<file path="src/rtl/ivl_uvm_ovl_pkg.sv">
// ivl_uvm_ovl_pkg: shared fire-bit indices and the
// event record used by the OVL fire collector.
package ivl_uvm_ovl_pkg;

  localparam int OVL_FIRE_2STATE = 0;
  localparam int OVL_FIRE_XCHECK = 1;
  localparam int OVL_FIRE_COVER  = 2;

  localparam int OVL_N_CHK = 4;
  localparam int OVL_TS_W  = 16;
  localparam int OVL_ID_W  = $clog2(OVL_N_CHK);

  typedef struct packed {
    logic [OVL_ID_W-1:0] id;
    logic [2:0]          fire_type;
    logic [OVL_TS_W-1:0] ts;
  } ovl_fire_evt_t;

endpackage

</file>
<file path="src/rtl/ivl_uvm_ovl_evt_fifo.sv">
// ivl_uvm_ovl_evt_fifo: synchronous first-word
// fall-through FIFO with full/empty/level.
module ivl_uvm_ovl_evt_fifo
  import ivl_uvm_ovl_pkg::*;
#(
  parameter int DW    = 8,
  parameter int DEPTH = 8,
  localparam int AW   = $clog2(DEPTH),
  localparam int LW   = AW + 1
) (
  input  logic          clock,
  input  logic          reset,
  input  logic          push,
  input  logic [DW-1:0] din,
  input  logic          pop,
  output logic [DW-1:0] dout,
  output logic          full,
  output logic          empty,
  output logic [LW-1:0] level
);

  logic [DW-1:0] mem [DEPTH];
  logic [AW-1:0] wr_ptr;
  logic [AW-1:0] rd_ptr;
  logic          do_push;
  logic          do_pop;

  assign full    = (level == LW'(DEPTH));
  assign empty   = (level == '0);
  assign do_pop  = pop && !empty;
  assign do_push = push && (!full || do_pop);
  assign dout    = mem[rd_ptr];

  // Storage write; contents need no reset.
  always_ff @(posedge clock) begin
    if (do_push)
      mem[wr_ptr] <= din;
  end

  // Pointers and occupancy.
  always_ff @(posedge clock) begin
    if (reset) begin
      wr_ptr <= '0;
      rd_ptr <= '0;
      level  <= '0;
    end else begin
      if (do_push)
        wr_ptr <= wr_ptr + AW'(1);
      if (do_pop)
        rd_ptr <= rd_ptr + AW'(1);
      if (do_push && !do_pop)
        level <= level + LW'(1);
      else if (do_pop && !do_push)
        level <= level - LW'(1);
    end
  end

endmodule

</file>
<file path="src/rtl/ivl_uvm_ovl_fire_collector.sv">
// ivl_uvm_ovl_fire_collector: captures OVL fire bits,
// arbitrates round-robin into an event FIFO, counts fails.
module ivl_uvm_ovl_fire_collector
  import ivl_uvm_ovl_pkg::*;
#(
  parameter int N_CHK = 4,
  parameter int DEPTH = 8,
  parameter int TS_W  = 16,
  parameter int CNT_W = 8,
  localparam int ID_W = (N_CHK > 1) ? $clog2(N_CHK) : 1,
  localparam int LW   = $clog2(DEPTH) + 1
) (
  input  logic                   clock,
  input  logic                   reset,
  input  logic                   enable,
  input  logic [N_CHK*3-1:0]     fire,
  input  logic [2:0]             type_mask,
  input  logic                   evt_ready,
  output logic                   evt_valid,
  output logic [ID_W-1:0]        evt_id,
  output logic [2:0]             evt_type,
  output logic [TS_W-1:0]        evt_ts,
  output logic [N_CHK*CNT_W-1:0] fail_cnt,
  output logic [CNT_W-1:0]       merge_cnt,
  output logic                   any_fail,
  output logic [LW-1:0]          fifo_level
);

  localparam int DW = ID_W + 3 + TS_W;
  localparam int SW = CNT_W + ID_W + 1;
  localparam logic [CNT_W-1:0] CNT_MAX = '1;

  logic [TS_W-1:0]  ts;
  logic [2:0]       pending [N_CHK];
  logic [TS_W-1:0]  ts_lat  [N_CHK];
  logic [CNT_W-1:0] fcnt    [N_CHK];
  logic [ID_W-1:0]  rr_ptr;

  logic [2:0]       m [N_CHK];
  logic [N_CHK-1:0] req;
  logic [N_CHK-1:0] fail_hit;
  logic [N_CHK-1:0] merge_hit;
  logic [N_CHK-1:0] took;
  logic             gnt_vld;
  logic             gnt_fire;
  logic [ID_W-1:0]  gnt_id;
  logic             pop;
  logic             slot_free;
  logic [ID_W:0]    n_merge;
  logic [SW-1:0]    merge_sum;
  logic [DW-1:0]    push_data;
  logic [DW-1:0]    head;
  logic             fifo_full;
  logic             fifo_empty;

  // Masked fire bits; unknown bits count as no fire.
  always_comb begin
    for (int i = 0; i < N_CHK; i++) begin
      for (int b = 0; b < 3; b++)
        m[i][b] = enable && type_mask[b]
                  && (fire[3*i+b] === 1'b1);
      fail_hit[i] = m[i][OVL_FIRE_2STATE];
      req[i]      = (pending[i] != 3'b0);
    end
  end

  // Round-robin pick: first pending at or after rr_ptr.
  always_comb begin
    logic [ID_W-1:0] cand;
    cand    = '0;
    gnt_vld = 1'b0;
    gnt_id  = '0;
    for (int k = N_CHK - 1; k >= 0; k--) begin
      cand = ID_W'((int'(rr_ptr) + k) % N_CHK);
      if (req[cand]) begin
        gnt_vld = 1'b1;
        gnt_id  = cand;
      end
    end
  end

  assign pop       = !fifo_empty && evt_ready;
  assign slot_free = !fifo_full || pop;
  assign gnt_fire  = gnt_vld && slot_free;
  assign push_data = {gnt_id, pending[gnt_id],
                      ts_lat[gnt_id]};

  // Per-checker grant/merge strobes and merge total.
  always_comb begin
    n_merge = '0;
    for (int i = 0; i < N_CHK; i++) begin
      took[i]      = gnt_fire && (gnt_id == ID_W'(i));
      merge_hit[i] = (m[i] != 3'b0) && req[i] && !took[i];
      if (merge_hit[i])
        n_merge = n_merge + (ID_W+1)'(1);
    end
    merge_sum = SW'(merge_cnt) + SW'(n_merge);
  end

  // Free-running timestamp and round-robin pointer.
  always_ff @(posedge clock) begin
    if (reset) begin
      ts     <= '0;
      rr_ptr <= '0;
    end else begin
      ts <= ts + TS_W'(1);
      if (gnt_fire)
        rr_ptr <= (gnt_id == ID_W'(N_CHK - 1)) ? '0
                  : gnt_id + ID_W'(1);
    end
  end

  // Pending capture: fresh on idle/granted, else merge.
  always_ff @(posedge clock) begin
    if (reset) begin
      for (int i = 0; i < N_CHK; i++) begin
        pending[i] <= '0;
        ts_lat[i]  <= '0;
      end
    end else begin
      for (int i = 0; i < N_CHK; i++) begin
        if (m[i] != 3'b0 && (!req[i] || took[i])) begin
          pending[i] <= m[i];
          ts_lat[i]  <= ts;
        end else if (m[i] != 3'b0) begin
          pending[i] <= pending[i] | m[i];
        end else if (took[i]) begin
          pending[i] <= '0;
        end
      end
    end
  end

  // Saturating fail/merge counters and sticky fail flag.
  always_ff @(posedge clock) begin
    if (reset) begin
      for (int i = 0; i < N_CHK; i++)
        fcnt[i] <= '0;
      merge_cnt <= '0;
      any_fail  <= 1'b0;
    end else begin
      for (int i = 0; i < N_CHK; i++)
        if (fail_hit[i] && fcnt[i] != CNT_MAX)
          fcnt[i] <= fcnt[i] + CNT_W'(1);
      if (merge_sum > SW'(CNT_MAX))
        merge_cnt <= CNT_MAX;
      else
        merge_cnt <= merge_sum[CNT_W-1:0];
      if (fail_hit != '0)
        any_fail <= 1'b1;
    end
  end

  for (genvar g = 0; g < N_CHK; g++) begin : g_cnt
    assign fail_cnt[CNT_W*g +: CNT_W] = fcnt[g];
  end

  ivl_uvm_ovl_evt_fifo #(
    .DW    (DW),
    .DEPTH (DEPTH)
  ) u_fifo (
    .clock (clock),
    .reset (reset),
    .push  (gnt_fire),
    .din   (push_data),
    .pop   (pop),
    .dout  (head),
    .full  (fifo_full),
    .empty (fifo_empty),
    .level (fifo_level)
  );

  assign evt_valid = !fifo_empty;
  assign {evt_id, evt_type, evt_ts} =
    fifo_empty ? DW'(0) : head;

endmodule

</file>
<file path="config.mk">
export PLATFORM = sky130hd
export DESIGN_NAME = ivl_uvm_ovl_fire_collector
export DESIGN_NICKNAME = d
export VERILOG_FILES = /design/src/rtl/ivl_uvm_ovl_pkg.sv /design/src/rtl/ivl_uvm_ovl_evt_fifo.sv /design/src/rtl/ivl_uvm_ovl_fire_collector.sv
export SDC_FILE = /design/constraint.sdc
export NUM_CORES = 1
export LEC_CHECK = 0
export BUFFER_PORTS_ARGS = -buffer_cell sky130_fd_sc_hd__buf_2
export CORE_MARGIN = 5
export CORE_UTILIZATION = 35
export CTS_BUF_LIST = sky130_fd_sc_hd__clkbuf_2 sky130_fd_sc_hd__clkbuf_4 sky130_fd_sc_hd__clkbuf_8
export CTS_CLUSTER_SIZE = 25
export DETAILED_ROUTE_END_ITERATION = 6
export GPL_TIMING_DRIVEN = 0
export HOLD_SLACK_MARGIN = 0.1
export PLACE_DENSITY = 0.57
export SYNTH_ARGS = -nofsm -noshare
export SYNTH_HDL_FRONTEND = slang
export SYNTH_SLANG_ARGS = --single-unit
</file>
<file path="constraint.sdc">
create_clock -name clock -period 8.3 [get_ports clock]
set_input_delay 0.83 -clock clock [delete_from_list [all_inputs] [get_ports clock]]
set_output_delay 0.83 -clock clock [all_outputs]
set_load 0.1 [all_outputs]
</file>
---- Word level (Yosys, flattened, before mapping) ----
Memories as Yosys holds them, arrays and structs flattened. A register that Yosys moved wholly into a read port is not among the register bits.
Cells that the tools add are included.
Widths: inputs -> output; s select.
word-level totals
  register bits after elaboration ......... 37
  bits in writable memories ............... 276
  bits of input ports ..................... 19
  output and inout port bits .............. 67
  word-level logic and storage cells ...... 259
  memories ................................ 4
operators by class
  $add $sub $neg .......................... 17
  $lt $le $gt $ge ......................... 5
  equality and inequality tests ........... 20
  mux-type cells .......................... 111
  bitwise gates (word level) .............. 24
  reductions and logical operators ........ 71
memories
  memory      depth  bits a word  read ports  clocked after Yosys merged registers in  write ports  RTL line                          RTL
  u_fifo.mem  8      21           1           1                                        1            ivl_uvm_ovl_evt_fifo.sv:22        logic [DW-1:0] mem [DEPTH];
  ts_lat      4      16           1           0                                        4            ivl_uvm_ovl_fire_collector.sv:35  logic [TS_W-1:0] ts_lat [N_CHK];
  fcnt        4      8            4           0                                        4            ivl_uvm_ovl_fire_collector.sv:36  logic [CNT_W-1:0] fcnt [N_CHK];
  pending     4      3            5           0                                        4            ivl_uvm_ovl_fire_collector.sv:34  logic [2:0] pending [N_CHK];
operators by type and width
  kind                   count
  $mux 1                 73
  $mux 16                4
  $mux 3                 17
  $logic_and 1x1->1      41
  $mux 8                 5
  $add 8x1->8 const B    4
  $ne 8x8->1 const B     4
  $reduce_bool 3->1      8
  $mux 21                1
  $or 1x1->1             20
  $add 16x1->16 const B  1
  $add 3x1->3 const B    5
  $eqx 1x1->1 const B    12
  $logic_not 1->1        12
  $lt 2x3->1 const B     4
  $or 3x3->3             4
  $mux 2                 5
  $add 8x3->9            1
  $gt 9x8->1 const B     1
  $bmux 1 s2             4
  $mux 4                 2
  $logic_or 1x1->1       6
  $add 2x1->2 const B    2
  $add 2x2->2 const B    2
  other kinds (9)        10

---- Logic depth before layout (Yosys ltp) ----
Gate-level depths: netlist (run 1).
An unclocked memory read counts as a cell.
  word-level depth ........................ 22
  mapped depth ............................ 21
  gate-level depth less buffers ........... 20

---- By module ----
Synthesis (run 1) repeated with hierarchy kept, for this count alone.
second synthesis, totals
  cells, all modules ...................... 969
  area total of the unflattened synthesis .. 14,114.8 sq um
by module, submodules not included
  module                      instances  cells an instance  area an instance (sq um)  seq. area each (sq um)
  ivl_uvm_ovl_fire_collector  1          654                7,155.6                   3,783.6
  ivl_uvm_ovl_evt_fifo        1          315                6,959.2                   5,305.1

---- Worst setup path before layout (run 1) ----
OpenSTA, ideal clock, no wires.
  kind .................................... flip-flop to flip-flop
  start point ............................. reg u_fifo.level[0]
  end point ............................... reg merge_cnt[0]
  setup time .............................. 70 ps
  data arrival time ....................... 4,238 ps
  required time ........................... 8,230 ps
  path slack .............................. 3,992 ps
  stages on the path, launching flop included .. 18
  period minus slack after synthesis ...... 4,308 ps
  path through ............................ dfxtp_1 > nor3_1 > nand3b_1 > o31ai_4 > inv_1 > nand3_1 > nand3_1 > inv_1 > ha_1 > xor2_1 > ha_1 > mux2i_1 > fa_1 > nor2b_1 > o21ai_0 > or2_2 > clkbuf_1 > a21oi_1
on the way
  longest elaborated chain between the ends .. 18
ends and longest elaborated chain
  item                    RTL line                           RTL
  from (decl)             ivl_uvm_ovl_evt_fifo.sv:19         output logic [LW-1:0] level
  from (signal assigned)  ivl_uvm_ovl_evt_fifo.sv:52         level <= level + LW'(1);
  from (signal assigned)  ivl_uvm_ovl_evt_fifo.sv:54         level <= level - LW'(1);
  $logic_not 4->1         ivl_uvm_ovl_evt_fifo.sv:29         assign empty = (level == '0);
  $logic_not 1->1         ivl_uvm_ovl_fire_collector.sv:82   assign pop = !fifo_empty && evt_ready;
  $logic_and 1x1->1       ivl_uvm_ovl_fire_collector.sv:82
  $logic_or 1x1->1 *      ivl_uvm_ovl_fire_collector.sv:83   assign slot_free = !fifo_full || pop;
  $logic_and 1x1->1 *     ivl_uvm_ovl_fire_collector.sv:84   assign gnt_fire = gnt_vld && slot_free;
  $logic_and 1x1->1       ivl_uvm_ovl_fire_collector.sv:92   took[i] = gnt_fire && (gnt_id == ID_W'(i));
  $logic_not 1->1         ivl_uvm_ovl_fire_collector.sv:93   merge_hit[i] = (m[i] != 3'b0) && req[i] && !took[i];
  $logic_and 1x1->1       ivl_uvm_ovl_fire_collector.sv:93
  [... 2 more ...]        n/a
  $mux 3                  ivl_uvm_ovl_fire_collector.sv:94   if (merge_hit[i])
  $add 3x1->3             ivl_uvm_ovl_fire_collector.sv:95   n_merge = n_merge + (ID_W+1)'(1);
  $mux 3                  ivl_uvm_ovl_fire_collector.sv:94
  $add 3x1->3             ivl_uvm_ovl_fire_collector.sv:95
  $mux 3 *                ivl_uvm_ovl_fire_collector.sv:94
  $add 8x3->9 *           ivl_uvm_ovl_fire_collector.sv:97   merge_sum = SW'(merge_cnt) + SW'(n_merge);
  $gt 9x8->1              ivl_uvm_ovl_fire_collector.sv:145  if (merge_sum > SW'(CNT_MAX))
  $mux 8 *                ivl_uvm_ovl_fire_collector.sv:145
  to (signal assigned)    ivl_uvm_ovl_fire_collector.sv:148  merge_cnt <= merge_sum[CNT_W-1:0];
  to (decl)               ivl_uvm_ovl_fire_collector.sv:24   output logic [CNT_W-1:0] merge_cnt,
Every way passes the cells marked *; elsewhere a longest branch is shown, timed or not.
A chain may end at the register's enable or synchronous reset.

==> flow_summary.json, run 1 <==
{
  "power.total_mw": 6.98,
  "finalNetCount": 1140,
  "period_minus_slack_ns": 4.99,
  "dp_hpwl_microns": 20700,
  "gr-max-usage-layer": "met2",
  "ys_types": 51,
  "grt_max_degree": 18,
  "syn_area_sq_um": 13700,
  "leakage_nw": 5.82,
  "vias_per_cell": 4.86,
  "path_class": "flop to flop",
  "cts_resized": 0,
  "period_share": 0.602,
  "holdBufCountCts": 0,
  "final_common_cell": "edfxtp_1",
  "root_buffer": "clkbuf_8",
  "place_congestion": 0.787,
  "finalHoldViolCount": 0,
  "synth-async-reset-ratio": 0,
  "grt_util_met1": 0.173,
  "wl_microns": 29600,
  "clk_path_buf_depth": 3,
  "die_h_microns": 208,
  "synth_edf_count": 276,
  "ios": 86,
  "num_antenna_cells": 0,
  "final_cell_mix": "edfxtp_1, nor2_1, buf_2",
  "rows": 72,
  "max_slew_margin": 0.233,
  "power_density_nw_per_um2": 433,
  "h-tree-depth": 2,
  "yosysWarnings": 0,
  "vdd_drop_max_v": 0.000188,
  "initial_core_util": 0.355,
  "use_met3": 0.0328,
  "seqCellArea_sq_um": 9090,
  "grt.overflow.total": 0,
  "crit_path_start_kind": "flop",
  "synth.avg_cell_area_sq_um": 14.5,
  "fill_cells": 3528,
  "dieWidth_microns": 208,
  "drive_gt1_frac": 0.229,
  "status": "finished, final reports clean",
  "final-max-slew-violation-count": 0,
  "crit_arrival_ns": 5.52,
  "fmax_mhz": 200,
  "min_from": "any_fail",
  "grt_use_total": 0.135,
  "cp-end-kind": "flop",
  "clock_skew_ns": 0.0276,
  "antenna_found_initial": 3,
  "ys.flop_type": "edfxtp_1",
  "tns_ns": 0,
  "maxCapViolations": 0,
  "synth_seq_cells": 316,
  "first_pass_iters": 4,
  "area_delta_synth_final_pct": 17.6,
  "drt-initial-drc-count": 411,
  "multiInputGateArea_sq_um": 4400,
  "vias": 8065,
  "crit_fanout": 10,
  "routedWlPerCell_microns": 17.9,
  "reg2reg_from": "pending[1][0]",
  "met2_usage": 0.228,
  "core_sq_um": 38600,
  "ys_seq_area_frac": 0.663,
  "drc_errors": 0,
  "clk_latency_ns": 0.63,
  "grt_pass1_vias": 8263,
  "required_ns": 8.83,
  "worst_pin_slew_ns": 1.14,
  "die_area_sq_um": 43200,
  "synth_nets": 982,
  "hp-class": "flop to flop",
  "rsz0062_at_grt": "no",
  "clk_pin_slew_ns": 0.06,
  "cts_buffers": 53,
  "worstSetupStartpoint": "pending[1][0]",
  "io_buffers": 82,
  "setup_viol": 0,
  "cts_tree": "done",
  "regToRegSetupSlack_ns": 3.31,
  "netlist_instances": 943,
  "cts_setup_buffers": 0,
  "postRouteAntennaNets": 0,
  "clock_sinks": 316,
  "grt_pass1_wl_microns": 46300
}
## through the flow
stage	hold WS, ns	cell area [sq um]	instances	worst slack [ns]	utilization
floorplan	0.444	13700	943	3.99	-
detailed placement	0.479	15000	1564	3.32	0.389
finish	0.492	16100	1658	3.31	0.417
CTS	0.493	16100	1658	3.29	0.417
global route	0.515	16100	1658	2.92	0.417
global placement	0.454	14800	1543	1.88	0.382
## final timing paths
kind                   to  cells past startpoint
min              any_fail                      2
max reg2reg  merge_cnt[1]                     18
max          merge_cnt[1]                     18
min reg2reg      any_fail                      2
## kinds of logic (layout without fill, tap and decap cells)
family / count (synthesis) / count (layout) / share of synthesized area
muxes: 87 / 87 / 0.102
AOI/OAI and AO/OA: 97 / 97 / 0.0501
buffers and inverters: 66 / 263 / 0.0184
DFF: 316 / 316 / 0.663
adders and majority gates: 20 / 20 / 0.0194
and+or+nand+nor: 305 / 305 / 0.113
xor gates and xnor gates: 52 / 52 / 0.0332
## cell type report
type | instances | area share
flip-flops and latches | 316 | 0.564
clock inverters | 13 | 0.00645
inverters | 19 | 0.00443
clock buffers | 81 | 0.0611
plain buffers | 47 | 0.0113
multi-input cells | 561 | 0.273
well taps | 518 | 0.0402
repair buffers | 103 | 0.0388
## flip-flops by register name, summed over array words and instances (netlist names), named ones only
signal         count
any_fail           1
fcnt              32
merge_cnt          8
pending           12
rr_ptr             2
ts                16
ts_lat            64
u_fifo.level       4
u_fifo.mem       168
u_fifo.rd_ptr      3
u_fifo.wr_ptr      3
## power breakdown
group / internal, mW / switching (mW)
clock: 0.788 / 0.620
combinational: 0.751 / 2.18
sequential: 2.51 / 0.128
## critical path, stage by stage, from the launching register on
cell,delay (ns)
edfxtp_1,0.45
or3_1,0.48
nor3_1,0.20
a211o_1,0.12
buf_2,0.20
buf_1,0.61
inv_1,0.12
ha_1,0.25
a21oi_1,0.40
nand2b_1,0.24
xnor2_1,0.23
ha_1,0.20
inv_1,0.06
fa_1,0.40
nor2b_1,0.13
o21ai_0,0.17
or2_2,0.33
clkbuf_1,0.17
a21oi_1,0.16
## layer usage
metal	wire length [microns]	part of all wire
met3	1350	0.045
met1	13000	0.44
met2	14700	0.49
met4	611	0.021
met5	33	0.0011
## synth_stat cells (8+ instances only)
| library cell | count | area share |
|---|---|---|
| and2_1 | 77 | 0.035 |
| xor2_1 | 36 | 0.023 |
| edfxtp_1 | 276 | 0.60 |
| inv_1 | 18 | 0.0049 |
| and3_1 | 10 | 0.0046 |
| ha_1 | 18 | 0.016 |
| a21oi_1 | 41 | 0.015 |
| nor2_1 | 99 | 0.027 |
| nand2_1 | 34 | 0.0093 |
| dfxtp_1 | 40 | 0.058 |
| mux4_2 | 42 | 0.069 |
| xnor2_1 | 16 | 0.010 |
| and2_0 | 9 | 0.0041 |
| mux2i_1 | 44 | 0.032 |
| clkbuf_1 | 36 | 0.0099 |
| nand3_1 | 32 | 0.012 |
| a32oi_1 | 8 | 0.0051 |
| a211oi_1 | 20 | 0.011 |
Note: power is estimated with default switching activity, not from simulation.
==> run 2, diff against run 1 <==
Clock period 8.3 ns to 4.6 ns, I/O delays scaled along.
==> run 2 against run 1 <==
Net effect: sequential power grew 80%; routed wire length grew 0.35%; core utilization grew 0.12 points; die area is the same; critical path depth grew 1; non-clock buffer count grew 2; largest power group unchanged; clock power grew 80%; cell count grew 0.12%; first-iteration DRC count grew 11%; worst setup slack lost 3.1 ns.
==> flow_summary.json, run 2 (synthesized netlist as in run 1, its figures left out) <==
{
  "tns_ns": 0,
  "combPwrFrac": 0.423,
  "period_share": 0.953,
  "cp-end-kind": "flop",
  "maxCapViolations": 0,
  "crit_slowest_cell": "edfxtp_1",
  "h-tree-depth": 2,
  "path_class": "flop to flop",
  "finalNetCount": 1142,
  "grt_max_degree": 18,
  "clkPwrFrac": 0.200,
  "place_congestion": 0.787,
  "dp_slack_ns": -0.376,
  "grt_pass1_vias": 8277,
  "final-max-slew-violation-count": 0,
  "clk_latency_ns": 0.62,
  "crit_fanout": 9,
  "crit_path_start_kind": "flop",
  "final_cell_mix": "edfxtp_1, nor2_1, buf_2",
  "postRouteAntennaNets": 0,
  "rows": 72,
  "die_h_microns": 208,
  "root_buffer": "clkbuf_8",
  "grt_pass1_wl_microns": 46400,
  "leakage_nw": 5.84,
  "num_antenna_cells": 0,
  "seqCellArea_sq_um": 9090,
  "core_sq_um": 38600,
  "setup_viol": 0,
  "dp_cells": 1564,
  "dieWidth_microns": 208,
  "status": "finished, final reports clean",
  "cpMostUsedCell": "ha_1",
  "die_area_sq_um": 43200,
  "drc_errors": 0,
  "first_pass_iters": 5,
  "worst_pin_slew_ns": 1.15,
  "place_area_sq_um": 15000,
  "drive_gt1_frac": 0.236,
  "holdBufCountCts": 0,
  "fmax_mhz": 228,
  "drt-initial-drc-count": 458,
  "vdd_drop_max_v": 0.000304,
  "grt_use_total": 0.135,
  "fill_cells": 3528,
  "clock_skew_ns": 0.0220,
  "vias": 8094,
  "max_slew_margin": 0.227,
  "antenna_found_initial": 3,
  "clk_pin_slew_ns": 0.06,
  "clk_path_buf_depth": 3,
  "finalHoldViolCount": 0,
  "area_delta_synth_final_pct": 17.9,
  "wl_microns": 29700,
  "io_buffers": 82,
  "final_cell_count_no_fill": 1660,
  "power_density_nw_per_um2": 784,
  "final_cell_area_sq_um": 16200,
  "clock_sinks": 316,
  "reg_top3": "u_fifo.mem x168, ts_lat x64, fcnt x32",
  "vias_per_cell": 4.88,
  "max_stage_delay_ns": 0.48,
  "p_sw_mw": 5.30,
  "required_ns": 5.08,
  "worstPathCellList": "nor3_4 -> o22ai_1 -> a211o_1 -> clkbuf_4 -> inv_1 -> a31oi_2 -> nand2b_1 -> inv_1 -> ha_1 -> xor2_2 -> ha_1 -> mux2_2 -> ha_1 -> a21o_1 -> a21oi_1 -> nor2b_1 -> nand4_1 -> mux2i_1 -> nor2_1",
  "cts_tree": "done",
  "hp-class": "primary input to flop",
  "multiInputGateArea_sq_um": 4430,
  "sequentialPowerShare": 0.376,
  "final_common_cell": "edfxtp_1",
  "swShare": 0.419,
  "finalWorstSetupSlack_ns": 0.216,
  "dp_hpwl_microns": 20700,
  "intPower_mw": 7.36,
  "period_minus_slack_ns": 4.38,
  "initial_core_util": 0.355,
  "grt.overflow.total": 0,
  "ios": 86,
  "regMostFlops": "u_fifo.mem",
  "min_path_cells": 3,
  "worstRegToRegCells": 19,
  "crit_arrival_ns": 4.87,
  "cts_buffers": 53,
  "largest_reg_flops": 168,
  "routedWlPerCell_microns": 17.9
}
## run 2: power groups by stage
stage / sequential, mW / combinational [mW] / clock (mW)
after global routing: 4.82 / 5.77 / 2.74
after floorplan: 5.01 / 3.64 / 0
final: 4.76 / 5.36 / 2.54
after global placement: 4.83 / 5.08 / 0
after detailed placement: 4.82 / 5.34 / 0
after CTS: 4.77 / 5.40 / 2.62
## run 2: what timing repair did
action,4_1_cts,5_1_grt
endpoints found under the setup margin,8,8
pin swaps,2,0
resized for setup,3,5
hold endpoints to repair,0,0
buffers inserted,3,0
## run 2: layer usage
metal  up-vias  track usage  share of wire
met3        63       0.0328          0.045
li1       3861            -              -
met1      3998        0.173           0.43
met4         6       0.0410          0.023
met2       166        0.229           0.50
met5         -            0         0.0011
## run 2: through the flow
| stage | power (mW) | utilization | hold WS, ns |
|---|---|---|---|
| after CTS | 12.8 | 0.418 | 0.142 |
| after detailed placement | 10.2 | 0.389 | 0.479 |
| final | 12.7 | 0.418 | 0.192 |
| after global placement | 9.91 | 0.382 | 0.454 |
| after global routing | 13.3 | 0.418 | 0.172 |
| after floorplan | 8.64 | - | 0.444 |
## run 2: path summary, 6_finish.rpt
check             slack (ns)          endpoint          start
hold / removal          0.19  u_fifo.rd_ptr[1]      evt_ready
setup / recovery        0.22      merge_cnt[7]  pending[2][0]
hold reg to reg         0.49          any_fail       any_fail
setup reg to reg        0.22      merge_cnt[7]  pending[2][0]
## run 2: worst max-delay path: cells and delay by family (launching register included)
family | cells | cell delay (ns)
DFF | 1 | 0.48
buffers and inverters | 3 | 0.40
muxes | 2 | 0.46
AOI/OAI and AO/OA | 5 | 0.98
and+or+nand+nor | 5 | 0.82
xor gates and xnor gates | 1 | 0.20
adders and majority gates | 3 | 0.91
## run 2: area by class of cell
cell class | count | area share
Clock buffer | 81 | 0.0609
Multi-Input combinational cell | 561 | 0.274
Clock inverter | 13 | 0.00643
Timing Repair Buffer | 106 | 0.0400
Tap cell | 518 | 0.0401
Inverter | 19 | 0.00442
Sequential cell | 316 | 0.563
Buffer | 46 | 0.0114
